$ cat config.mk
export PLATFORM = sky130hd
export DESIGN_NAME = duty_slew_ctrl_flat
export DESIGN_NICKNAME = d
export VERILOG_FILES = /design/src/rtl/duty_slew_ctrl_pkg.sv /design/src/rtl/duty_slew_ctrl_if.sv /design/src/rtl/duty_slew_ctrl_frame_timer.sv /design/src/rtl/duty_slew_ctrl.sv /design/src/flat_wrapper.sv
export SDC_FILE = /design/constraint.sdc
export NUM_CORES = 1
export LEC_CHECK = 0
export ABC_AREA = 0
export CAP_MARGIN = 20
export CORE_ASPECT_RATIO = 0.6
export CORE_UTILIZATION = 60
export CTS_CLUSTER_SIZE = 24
export DETAILED_ROUTE_END_ITERATION = 10
export PLACE_DENSITY_LB_ADDON = 0.3
export SYNTH_ARGS = -nofsm -noshare
export SYNTH_HDL_FRONTEND = slang
export SYNTH_SLANG_ARGS = --single-unit
$ cat constraint.sdc
create_clock -name clk -period 5.9 [get_ports clk]
set_input_delay 1.18 -clock clk [delete_from_list [all_inputs] [get_ports clk]]
set_output_delay 1.18 -clock clk [all_outputs]
set_load 0.02 [all_outputs]
$ cat src/rtl/duty_slew_ctrl_pkg.sv
// duty_pkg: shared widths, slew FSM state type and the duty saturation helper
// used by the duty_slew_ctrl slice.
package duty_pkg;

    localparam int DUTY_W = 11;   // PWM stage duty width
    localparam int SPD_W  = 12;   // signed speed command / level width

    typedef enum logic {
        RUN   = 1'b0,
        DWELL = 1'b1
    } slew_state_t;

    // |v| saturated into DUTY_W bits. Only -2048 has a magnitude that does not
    // fit, so it maps to full scale.
    function automatic logic [DUTY_W-1:0] sat_mag(input logic signed [SPD_W-1:0] v);
        logic [SPD_W-1:0] m;
        m = v;
        if (v[SPD_W-1]) begin
            m = ~m + SPD_W'(1);
        end
        return m[SPD_W-1] ? {DUTY_W{1'b1}} : m[DUTY_W-1:0];
    endfunction

endpackage

$ cat src/rtl/duty_slew_ctrl_if.sv
// duty_slew_ctrl_if: command in / duty out bundle between a speed command
// source and the duty slew controller.
//   cmd_spd  signed target speed        (master -> slave)
//   cmd_vld  1-cycle capture strobe     (master -> slave)
//   duty     duty magnitude to PWM      (slave -> master)
//   dir      1 = forward, 0 = reverse   (slave -> master)
//   busy     ramping or dwelling        (slave -> master)
interface duty_slew_ctrl_if;
    import duty_pkg::*;

    logic signed [SPD_W-1:0]  cmd_spd;
    logic                     cmd_vld;
    logic        [DUTY_W-1:0] duty;
    logic                     dir;
    logic                     busy;

    modport master (output cmd_spd, cmd_vld, input  duty, dir, busy);
    modport slave  (input  cmd_spd, cmd_vld, output duty, dir, busy);

endinterface

$ cat src/rtl/duty_slew_ctrl_frame_timer.sv
// duty_frame_timer: free-running FRAME_BITS counter that mirrors the PWM
// stage counter. frame_tick_o is high during the last count of each frame, so
// registers enabled by it update on the same edge the PWM counter wraps.
//   clk          clock
//   rst_n        asynchronous active-low reset (counter restarts at 0)
//   frame_tick_o combinational, cnt == all ones
module duty_frame_timer #(
    parameter int FRAME_BITS = 11
) (
    input  logic clk,
    input  logic rst_n,
    output logic frame_tick_o
);

    logic [FRAME_BITS-1:0] cnt_q, cnt_d;

    assign cnt_d        = cnt_q + FRAME_BITS'(1);
    assign frame_tick_o = &cnt_q;

    always_ff @(posedge clk or negedge rst_n) begin
        if (!rst_n) cnt_q <= '0;
        else        cnt_q <= cnt_d;
    end

endmodule

$ cat src/rtl/duty_slew_ctrl.sv
// duty_slew_ctrl: converts a signed speed command into a slew-limited duty
// magnitude plus direction for the PWM stage. Outputs change only on frame
// ticks; a sign reversal ramps to zero, holds DWELL_FRAMES frames, then flips
// direction and ramps out.
//   clk, rst_n  clock, asynchronous active-low reset
//   bus         duty_slew_ctrl_if.slave: cmd_spd/cmd_vld in, duty/dir/busy out
//   estop       (only when DUTY_ESTOP_EN is defined) forces zero duty and a
//               fresh dwell immediately, target cleared, commands ignored
// Optional feature macro: DUTY_ESTOP_EN.
module duty_slew_ctrl
    import duty_pkg::*;
#(
    parameter int STEP         = 16,
    parameter int DWELL_FRAMES = 4,
    parameter int FRAME_BITS   = 11
) (
    input  logic             clk,
    input  logic             rst_n,
`ifdef DUTY_ESTOP_EN
    input  logic             estop,
`endif
    duty_slew_ctrl_if.slave  bus
);

    localparam int DW = (DWELL_FRAMES < 1) ? 1 : $clog2(DWELL_FRAMES + 1);
    localparam logic [SPD_W:0]          STEP_MAG = (SPD_W+1)'(STEP);
    localparam logic signed [SPD_W-1:0] STEP_LVL = SPD_W'(STEP);

    logic frame_tick;

    duty_frame_timer #(.FRAME_BITS(FRAME_BITS)) u_timer (
        .clk          (clk),
        .rst_n        (rst_n),
        .frame_tick_o (frame_tick)
    );

    slew_state_t              state_q, state_d;
    logic signed [SPD_W-1:0]  target_q, target_d;
    logic signed [SPD_W-1:0]  level_q, level_d;
    logic        [DW-1:0]     dwell_q, dwell_d;
    logic                     dir_q, dir_d;
    logic                     busy_q, busy_d;
    logic        [DUTY_W-1:0] duty_q, duty_d;

    // Decisions on a tick use the target held before that edge, so a command
    // strobed on the tick edge itself takes effect one frame later.
    logic                     tgt_pos, tgt_neg, same_side;
    logic signed [SPD_W:0]    diff;
    logic        [SPD_W:0]    diff_mag;
    logic        [SPD_W:0]    lvl_mag;

    always_comb begin
        tgt_neg   = target_q[SPD_W-1];
        tgt_pos   = !target_q[SPD_W-1] && (target_q != '0);
        same_side = (target_q == '0) || (tgt_pos && dir_q) || (tgt_neg && !dir_q);
        // 13-bit difference: target and level span the full 12-bit range.
        diff      = $signed({target_q[SPD_W-1], target_q}) - $signed({level_q[SPD_W-1], level_q});
        diff_mag  = diff[SPD_W] ? (~diff + (SPD_W+1)'(1)) : diff;
        lvl_mag   = level_q[SPD_W-1] ? (~{level_q[SPD_W-1], level_q} + (SPD_W+1)'(1))
                                     : {1'b0, level_q};
    end

    always_comb begin
        state_d  = state_q;
        target_d = bus.cmd_vld ? bus.cmd_spd : target_q;
        level_d  = level_q;
        dwell_d  = dwell_q;
        dir_d    = dir_q;
        busy_d   = busy_q;
        duty_d   = duty_q;

        if (frame_tick) begin
            case (state_q)
                RUN: begin
                    if (same_side) begin
                        if (diff_mag <= STEP_MAG)  level_d = target_q;
                        else if (diff[SPD_W])      level_d = level_q - STEP_LVL;
                        else                       level_d = level_q + STEP_LVL;
                    end else begin
                        // Reversal: approach zero without crossing it; the tick
                        // that lands on zero starts the dwell.
                        if (lvl_mag <= STEP_MAG)   level_d = '0;
                        else if (level_q[SPD_W-1]) level_d = level_q + STEP_LVL;
                        else                       level_d = level_q - STEP_LVL;
                        if (level_d == '0) begin
                            state_d = DWELL;
                            dwell_d = DW'(DWELL_FRAMES);
                        end
                    end
                end
                DWELL: begin
                    // Runs to completion regardless of target changes; the
                    // direction is chosen from whatever target is current now.
                    level_d = '0;
                    dwell_d = dwell_q - DW'(1);
                    if (dwell_q == DW'(1)) begin
                        state_d = RUN;
                        if (tgt_pos)      dir_d = 1'b1;
                        else if (tgt_neg) dir_d = 1'b0;
                    end
                end
                default: state_d = RUN;
            endcase
            busy_d = (state_d == DWELL) || (level_d != target_q);
            duty_d = (state_d == DWELL) ? '0 : sat_mag(level_d);
        end

`ifdef DUTY_ESTOP_EN
        // Stop wins over both commands and frame ticks, every edge it is high.
        if (estop) begin
            state_d  = DWELL;
            target_d = '0;
            level_d  = '0;
            dwell_d  = DW'(DWELL_FRAMES);
            busy_d   = 1'b1;
            duty_d   = '0;
        end
`endif
    end

    always_ff @(posedge clk or negedge rst_n) begin
        if (!rst_n) begin
            state_q  <= RUN;
            target_q <= '0;
            level_q  <= '0;
            dwell_q  <= '0;
            dir_q    <= 1'b1;
            busy_q   <= 1'b0;
            duty_q   <= '0;
        end else begin
            state_q  <= state_d;
            target_q <= target_d;
            level_q  <= level_d;
            dwell_q  <= dwell_d;
            dir_q    <= dir_d;
            busy_q   <= busy_d;
            duty_q   <= duty_d;
        end
    end

    assign bus.duty = duty_q;
    assign bus.dir  = dir_q;
    assign bus.busy = busy_q;

endmodule

$ cat src/flat_wrapper.sv
// flat-port wrapper written by rule: the top's interface ports become plain ports
module duty_slew_ctrl_flat import duty_pkg::*;
#(
    parameter int STEP         = 16,
    parameter int DWELL_FRAMES = 4,
    parameter int FRAME_BITS   = 11
)
  (clk, rst_n, bus_cmd_spd, bus_cmd_vld, bus_duty, bus_dir, bus_busy);
  duty_slew_ctrl_if bus_i ();
  input  logic clk;
  input  logic rst_n;
  input wire logic [$bits(bus_i.cmd_spd)-1:0] bus_cmd_spd;
  input wire logic [$bits(bus_i.cmd_vld)-1:0] bus_cmd_vld;
  output wire logic [$bits(bus_i.duty)-1:0] bus_duty;
  output wire logic [$bits(bus_i.dir)-1:0] bus_dir;
  output wire logic [$bits(bus_i.busy)-1:0] bus_busy;
  assign bus_i.cmd_spd = bus_cmd_spd;
  assign bus_i.cmd_vld = bus_cmd_vld;
  assign bus_duty = bus_i.duty;
  assign bus_dir = bus_i.dir;
  assign bus_busy = bus_i.busy;
  duty_slew_ctrl #(.STEP(STEP), .DWELL_FRAMES(DWELL_FRAMES), .FRAME_BITS(FRAME_BITS)) u_core (.clk(clk), .rst_n(rst_n), .bus(bus_i));
endmodule
==> results.yml, run 1 <==
route:
  wl_um: 13600
  ant_nets: 0
  vias_per_cell: 6.70
  drt_iter0_drc: 744
  dr.pass1.iters: 9
  drc: 0
  wire_per_inst_um: 19.8
  vias: 4622
power_and_ir_drop:
  ir_drop_v: 0.000109
  comb_power_share_pct: 34.5
  power.total_mw: 1.05
  seq_power_share_pct: 36.3
  power.leakage_nw: 2.13
  internal_power_uw: 663
  swShare_pct: 36.8
  power.share.clock_pct: 29.2
  p_switching_uw: 387
  p_per_area_mw_per_mm2: 203
logic_synthesis:
  synthDistinctLibCells: 81
  synth_flop_cell: "dfrtp_1"
  synth.net_count: 600
  synth_area_mm2: 0.00467
  ys_warn_count: 0
  async_flop_share_pct: 100
  avgSynthCellArea_um2: 8.29
  synth-edff-count: 0
  syn_inst: 564
  synth-seq-cells: 52
  seq_area_frac_synth_pct: 27.9
worst_setup_path:
  cp-startpoint: "u_core.level_q[0]"
  worst_setup_path_end_kind: "flop"
  cp.arrival_ns: 5.68
  start_kind: "flop"
  worst-path-max-fanout: 8
  timing.rr.start: "u_core.level_q[0]"
  cp.required_ns: 6.09
  critical_path_class: "reg -> reg"
die:
  dieWidth_um: 116
  die_y_um: 70.4
  core-area_mm2: 0.00739
  start_util_pct: 63.3
  rows: 24
  io_pins: 28
  die-area_mm2: 0.00816
clock_network:
  clkSlewWorstSetupHoldPaths_ns: 0.07
  ctsLongestPathBuffers: 2
  htree_levels: 2
  numCtsBuffers: 5
  clock-sinks: 52
  root_buffer: "clkbuf_16"
  cts_tree: "done"
  clock_latency_ns: 0.30
  postCtsHoldBufs: 0
timing:
  min_period_over_period_pct: 93.1
  slew_viol_final: 0
  setup_viol: 0
  fmax_mhz: 182
  worst_pin_slew_ns: 0.846
  finalWorstSetupSlack_ns: 0.409
  min_period_ns: 5.49
  hold_ws_ns: 0.482
  clock_skew_ns: 0.00833
  rsz0062_at_grt: "no"
  finalSetupTns_ns: 0
  relSlewSlack_pct: 42.9
  finalHoldViolCount: 0
run:
  max_cap_viol_count: 0
finish:
  drive_above_1_share_pct: 10.8
  stdcell_count: 690
  mostFrequentLayoutCells: "nand2_1 (65), dfrtp_1 (51), nor2_1 (40)"
  finalCoreUtilization_pct: 70.0
  stdcell_area_mm2: 0.00517
  layout_commonest_cell: "nand2_1"
  fill_cells: 586
  layout-area-overhead-vs-synth_pct: 10.7
  antenna_cells: 0
  final_nets: 621
placement:
  dp_cells: 681
  port_buffers: 27
  place.gp.congestion: 0.971
  place_area_mm2: 0.00501
  pre_cts_ws_ns: 0.313
  dpl.hpwl_um: 10300
status:
  outcome: "finished clean"
grt:
  grt_pass1_vias: 4385
  grt_max_degree: 53
  antenna_found_initial: 0
  grt_util_all_layers_pct: 35.3
  grt_pass1_wl_um: 22000
  overflow: 0
min_path:
  worstHoldStart: "u_core.u_timer.cnt_q[0]"
  min_path_type: "reg -> reg"
==> worst max-delay path: stages, from the launching register on <==
cell	delay [ns]
dfrtp_1	0.43
ha_1	0.26
fa_1	0.40
nand2b_1	0.19
a21oi_2	0.18
xor2_1	0.15
or4_4	0.59
or4_1	0.53
a211oi_1	0.29
o221a_2	0.27
nand3_2	0.19
o31a_1	0.38
ha_1	0.25
o311ai_0	0.23
nor2b_1	0.21
or3_1	0.42
a21bo_1	0.20
a22o_1	0.19
==> synth_stat cells, drive strengths merged, types with 10 or more instances <==
master / n / area, um^2
a31oi: 10 / 62.6
xor2: 14 / 130
inv: 21 / 78.8
clkbuf: 23 / 126
ha: 20 / 250
nor2: 41 / 156
mux2: 11 / 124
dfrtp: 51 / 1280
nor3: 14 / 70.1
nand2: 67 / 256
o21ai: 37 / 196
xnor2: 33 / 289
nand3: 22 / 115
a21oi: 35 / 183
==> per-layer routing <==
layer	track usage, %	wire length, um	part of all wire [%]
met5	0	0	0
met1	52.2	6190	45
met4	9.54	214	1.6
met2	49.5	5580	41
met3	10.4	1670	12
==> final timing paths <==
path	end	slack [ns]	cells past startpoint
max in group asynchronous	u_core.target_q[1]	4.48	2
worst max register to register	u_core.bus.duty[6]	0.41	17
worst min register to register	u_core.u_timer.cnt_q[0]	0.48	1
min in group asynchronous	u_core.level_q[8]	0.97	2
worst min-delay path	u_core.u_timer.cnt_q[0]	0.48	1
worst max-delay path	u_core.bus.duty[6]	0.41	17
==> kinds of logic after synthesis <==
| kind of cell | count (synthesis) | share of synthesized area [%] |
|---|---|---|
| buf+inv | 55 | 6.00 |
| fa+ha+maj | 21 | 5.78 |
| mux | 20 | 4.58 |
| compound gates | 166 | 25.3 |
| flops | 52 | 27.9 |
| xor+xnor | 47 | 8.97 |
| simple gates | 203 | 21.5 |
==> area by class of cell <==
class	count	area (um^2)	share of cell area, %
multi-input cells	457	3100	59.9
flip-flops and latches	52	1300	25.2
repair buffers	45	400	7.74
inverters	24	90.1	1.74
clock buffers	5	125	2.42
clock inverters	3	27.5	0.532
well taps	104	130	2.52
==> power by group through the flow <==
stage / clock network, mW / registers, mW / logic [mW]
3_5_place_dp: 0 / 0.387 / 0.343
6_report: 0.307 / 0.381 / 0.362
3_3_place_gp: 0 / 0.387 / 0.339
2_1_floorplan: 0 / 0.380 / 0.258
5_1_grt: 0.322 / 0.382 / 0.391
4_1_cts: 0.307 / 0.380 / 0.348
==> flip-flops by register name, indices dropped and copies added (netlist names) <==
signal	flops
u_core.bus.busy	1
u_core.bus.dir	1
u_core.bus.duty	11
u_core.dwell_q	3
u_core.level_q	12
u_core.state_q	1
u_core.target_q	12
u_core.u_timer.cnt_q	11
==> what timing repair did <==
item                                    4_1_cts  5_1_grt
endpoints found under the setup margin        0        3
gates resized for setup                       0        1
setup buffers                                 0        1
endpoints found under the hold margin         0        0
Power figures use the tool's default switching activity.
==> run 2, diff against run 1 <==
- CAP_MARGIN: 20 -> 10
==> results of run 2 <==
No change in the layout: final DEF, timing and power equal those of run 1.
==> run 3, diff against run 2 <==
- CORE_UTILIZATION: 60 -> 40
==> run 3 against run 2 <==
Compared with the run above:
- hold slack got worse by 0.017 ns
- first-iteration DRC count fell by 42%
- critical path type unchanged
- non-clock buffer count fell by 6
- largest cell class unchanged
- utilization fell by 24 points
==> results.yml, run 3 (synthesis results as in run 1) <==
clock_network:
  cts_tree: "done"
  post_cts_buffers: 0
  clock_latency_ns: 0.30
  numCtsBuffers: 5
  htree_levels: 2
  root_buffer: "clkbuf_16"
  post_cts_resized: 0
  ctsLongestPathBuffers: 2
  postCtsHoldBufs: 0
  clkSlewWorstSetupHoldPaths_ns: 0.08
  clock-sinks: 52
worst_setup_path:
  worst_r2r_path_depth: 17
  worst-path-max-fanout: 8
  slowest_delay_ns: 0.59
  cp.required_ns: 6.09
  worst_setup_path_end_kind: "flop"
  crit_chain: "ha_1 -> fa_1 -> nand2b_1 -> a21oi_2 -> xor2_1 -> or4_4 -> or3_1 -> a2111oi_4 -> o221a_2 -> nand3_1 -> o31a_1 -> ha_1 -> o311ai_0 -> nor2b_1 -> or3_1 -> a21bo_1 -> a22o_1"
  cp.arrival_ns: 5.85
  reg2reg_to: "u_core.bus.duty[6]"
  start_kind: "flop"
  rrSetupSlack_ns: 0.24
  critical_path_class: "reg -> reg"
  slowest_stage: "or4_4"
  timing.rr.start: "u_core.level_q[0]"
route:
  wl_um: 13600
  drt_iter0_drc: 429
  dr.pass1.iters: 6
  drc: 0
  wire_per_inst_um: 18.4
  vias_per_cell: 6.14
  vias: 4547
  ant_nets: 0
finish:
  stdcell_area_mm2: 0.00520
  mostFrequentLayoutCells: "nand2_1 (65), dfrtp_1 (51), nor2_1 (40)"
  layout_commonest_cell: "nand2_1"
  antenna_cells: 0
  fill_cells: 1117
  finalCoreUtilization_pct: 45.8
  final_nets: 615
  top_regs: "u_core.level_q x12, u_core.target_q x12"
  drive_above_1_share_pct: 10.0
  layout-area-overhead-vs-synth_pct: 11.2
power_and_ir_drop:
  power.leakage_nw: 2.10
  p_per_area_mw_per_mm2: 201
  internal_power_uw: 659
  seq_power_share_pct: 36.5
  power.share.clock_pct: 30.0
  comb_power_share_pct: 33.5
  ir_drop_v: 0.000121
  p_switching_uw: 386
  swShare_pct: 36.9
die:
  core-area_mm2: 0.0113
  rows: 30
  die-area_mm2: 0.0121
  dieWidth_um: 142
  die_y_um: 85.7
  start_util_pct: 41.2
  io_pins: 28
min_path:
  worstHoldStart: "u_core.u_timer.cnt_q[9]"
  min_path_type: "reg -> reg"
  holdPathStages: 1
  holdPathEnd: "u_core.u_timer.cnt_q[9]"
placement:
  place.gp.congestion: 0.970
  port_buffers: 27
  pre_cts_ws_ns: 0.349
  place_area_mm2: 0.00504
  dpl.hpwl_um: 10100
grt:
  grt_max_degree: 53
  grt_pass1_vias: 4121
  grt_util_all_layers_pct: 23.0
  antenna_found_initial: 0
  overflow: 0
  grt_pass1_wl_um: 21900
timing:
  min_period_ns: 5.66
  finalHoldViolCount: 0
  min_period_over_period_pct: 96.0
  setup_viol: 0
  slew_viol_final: 0
  finalWorstSetupSlack_ns: 0.236
  relSlewSlack_pct: 35.6
  rsz0062_at_grt: "no"
  fmax_mhz: 177
  worst_pin_slew_ns: 0.965
  clock_skew_ns: 0.00547
  finalSetupTns_ns: 0
status:
  outcome: "finished clean"
run:
  max_cap_viol_count: 0
## run 3: changes by cell type in the layout (fill, tap and decap cells not counted)
| cell | delta |
|---|---|
| buf_4 | -6 |
| inv_6 | +2 |
| a21oi_1 | -1 |
| a21oi_2 | +1 |
| clkinv_4 | -1 |
| inv_8 | -1 |
| nand3_1 | +1 |
| nand3_2 | -1 |
| o21ai_1 | -1 |
| o21ai_2 | +1 |
## run 3: final cells by class
| class | count | area [um^2] | area share, % |
|---|---|---|---|
| clock inverters | 3 | 25.0 | 0.482 |
| clock buffers | 5 | 125 | 2.41 |
| well taps | 160 | 200 | 3.85 |
| inverters | 24 | 90.1 | 1.73 |
| flip-flops and latches | 52 | 1300 | 25.1 |
| multi-input cells | 457 | 3100 | 59.6 |
| repair buffers | 39 | 355 | 6.84 |
## run 3: power groups by stage
stage	Combinational, mW	Clock (mW)	Sequential (mW)
2_1_floorplan	0.258	0	0.380
3_3_place_gp	0.335	0	0.387
3_5_place_dp	0.337	0	0.387
4_1_cts	0.339	0.321	0.380
5_1_grt	0.380	0.332	0.382
6_report	0.351	0.313	0.381
## run 3: worst max-delay path by stage
stage	cells after the start	endpoint	slack, ns	start
finish	17	u_core.bus.duty[6]	0.24	u_core.level_q[0]
global route	18	u_core.bus.duty[6]	0.06	u_core.target_q[0]
CTS	18	u_core.bus.duty[10]	0.32	u_core.level_q[0]
detailed placement	18	u_core.bus.duty[10]	0.35	u_core.level_q[0]
global placement	19	u_core.bus.duty[10]	0.51	u_core.target_q[0]
floorplan	18	u_core.bus.duty[6]	0.81	u_core.level_q[0]
## run 3: worst max-delay path, delay by kind of cell (launching register included)
family	cells	cell delay, ns
fa+ha+maj	3	0.92
xor+xnor	1	0.15
compound gates	7	1.91
flops	1	0.44
simple gates	6	2.10
## run 3: routing by layer
metal,track usage [%],vias to the layer above,wire length [um]
met4,4.01,0,97
met1,36.2,2185,6770
met5,1.21,-,0
li1,-,2112,-
met2,32.2,237,5520
met3,4.13,13,1230
## run 3: through the flow
stage | total power [mW] | hold slack (ns) | instances
6_report | 1.04 | 0.465 | 740
5_1_grt | 1.09 | 0.497 | 740
4_1_cts | 1.04 | 0.473 | 740
3_5_place_dp | 0.724 | 0.462 | 732
3_3_place_gp | 0.722 | 0.454 | 732
2_1_floorplan | 0.638 | 0.438 | 564
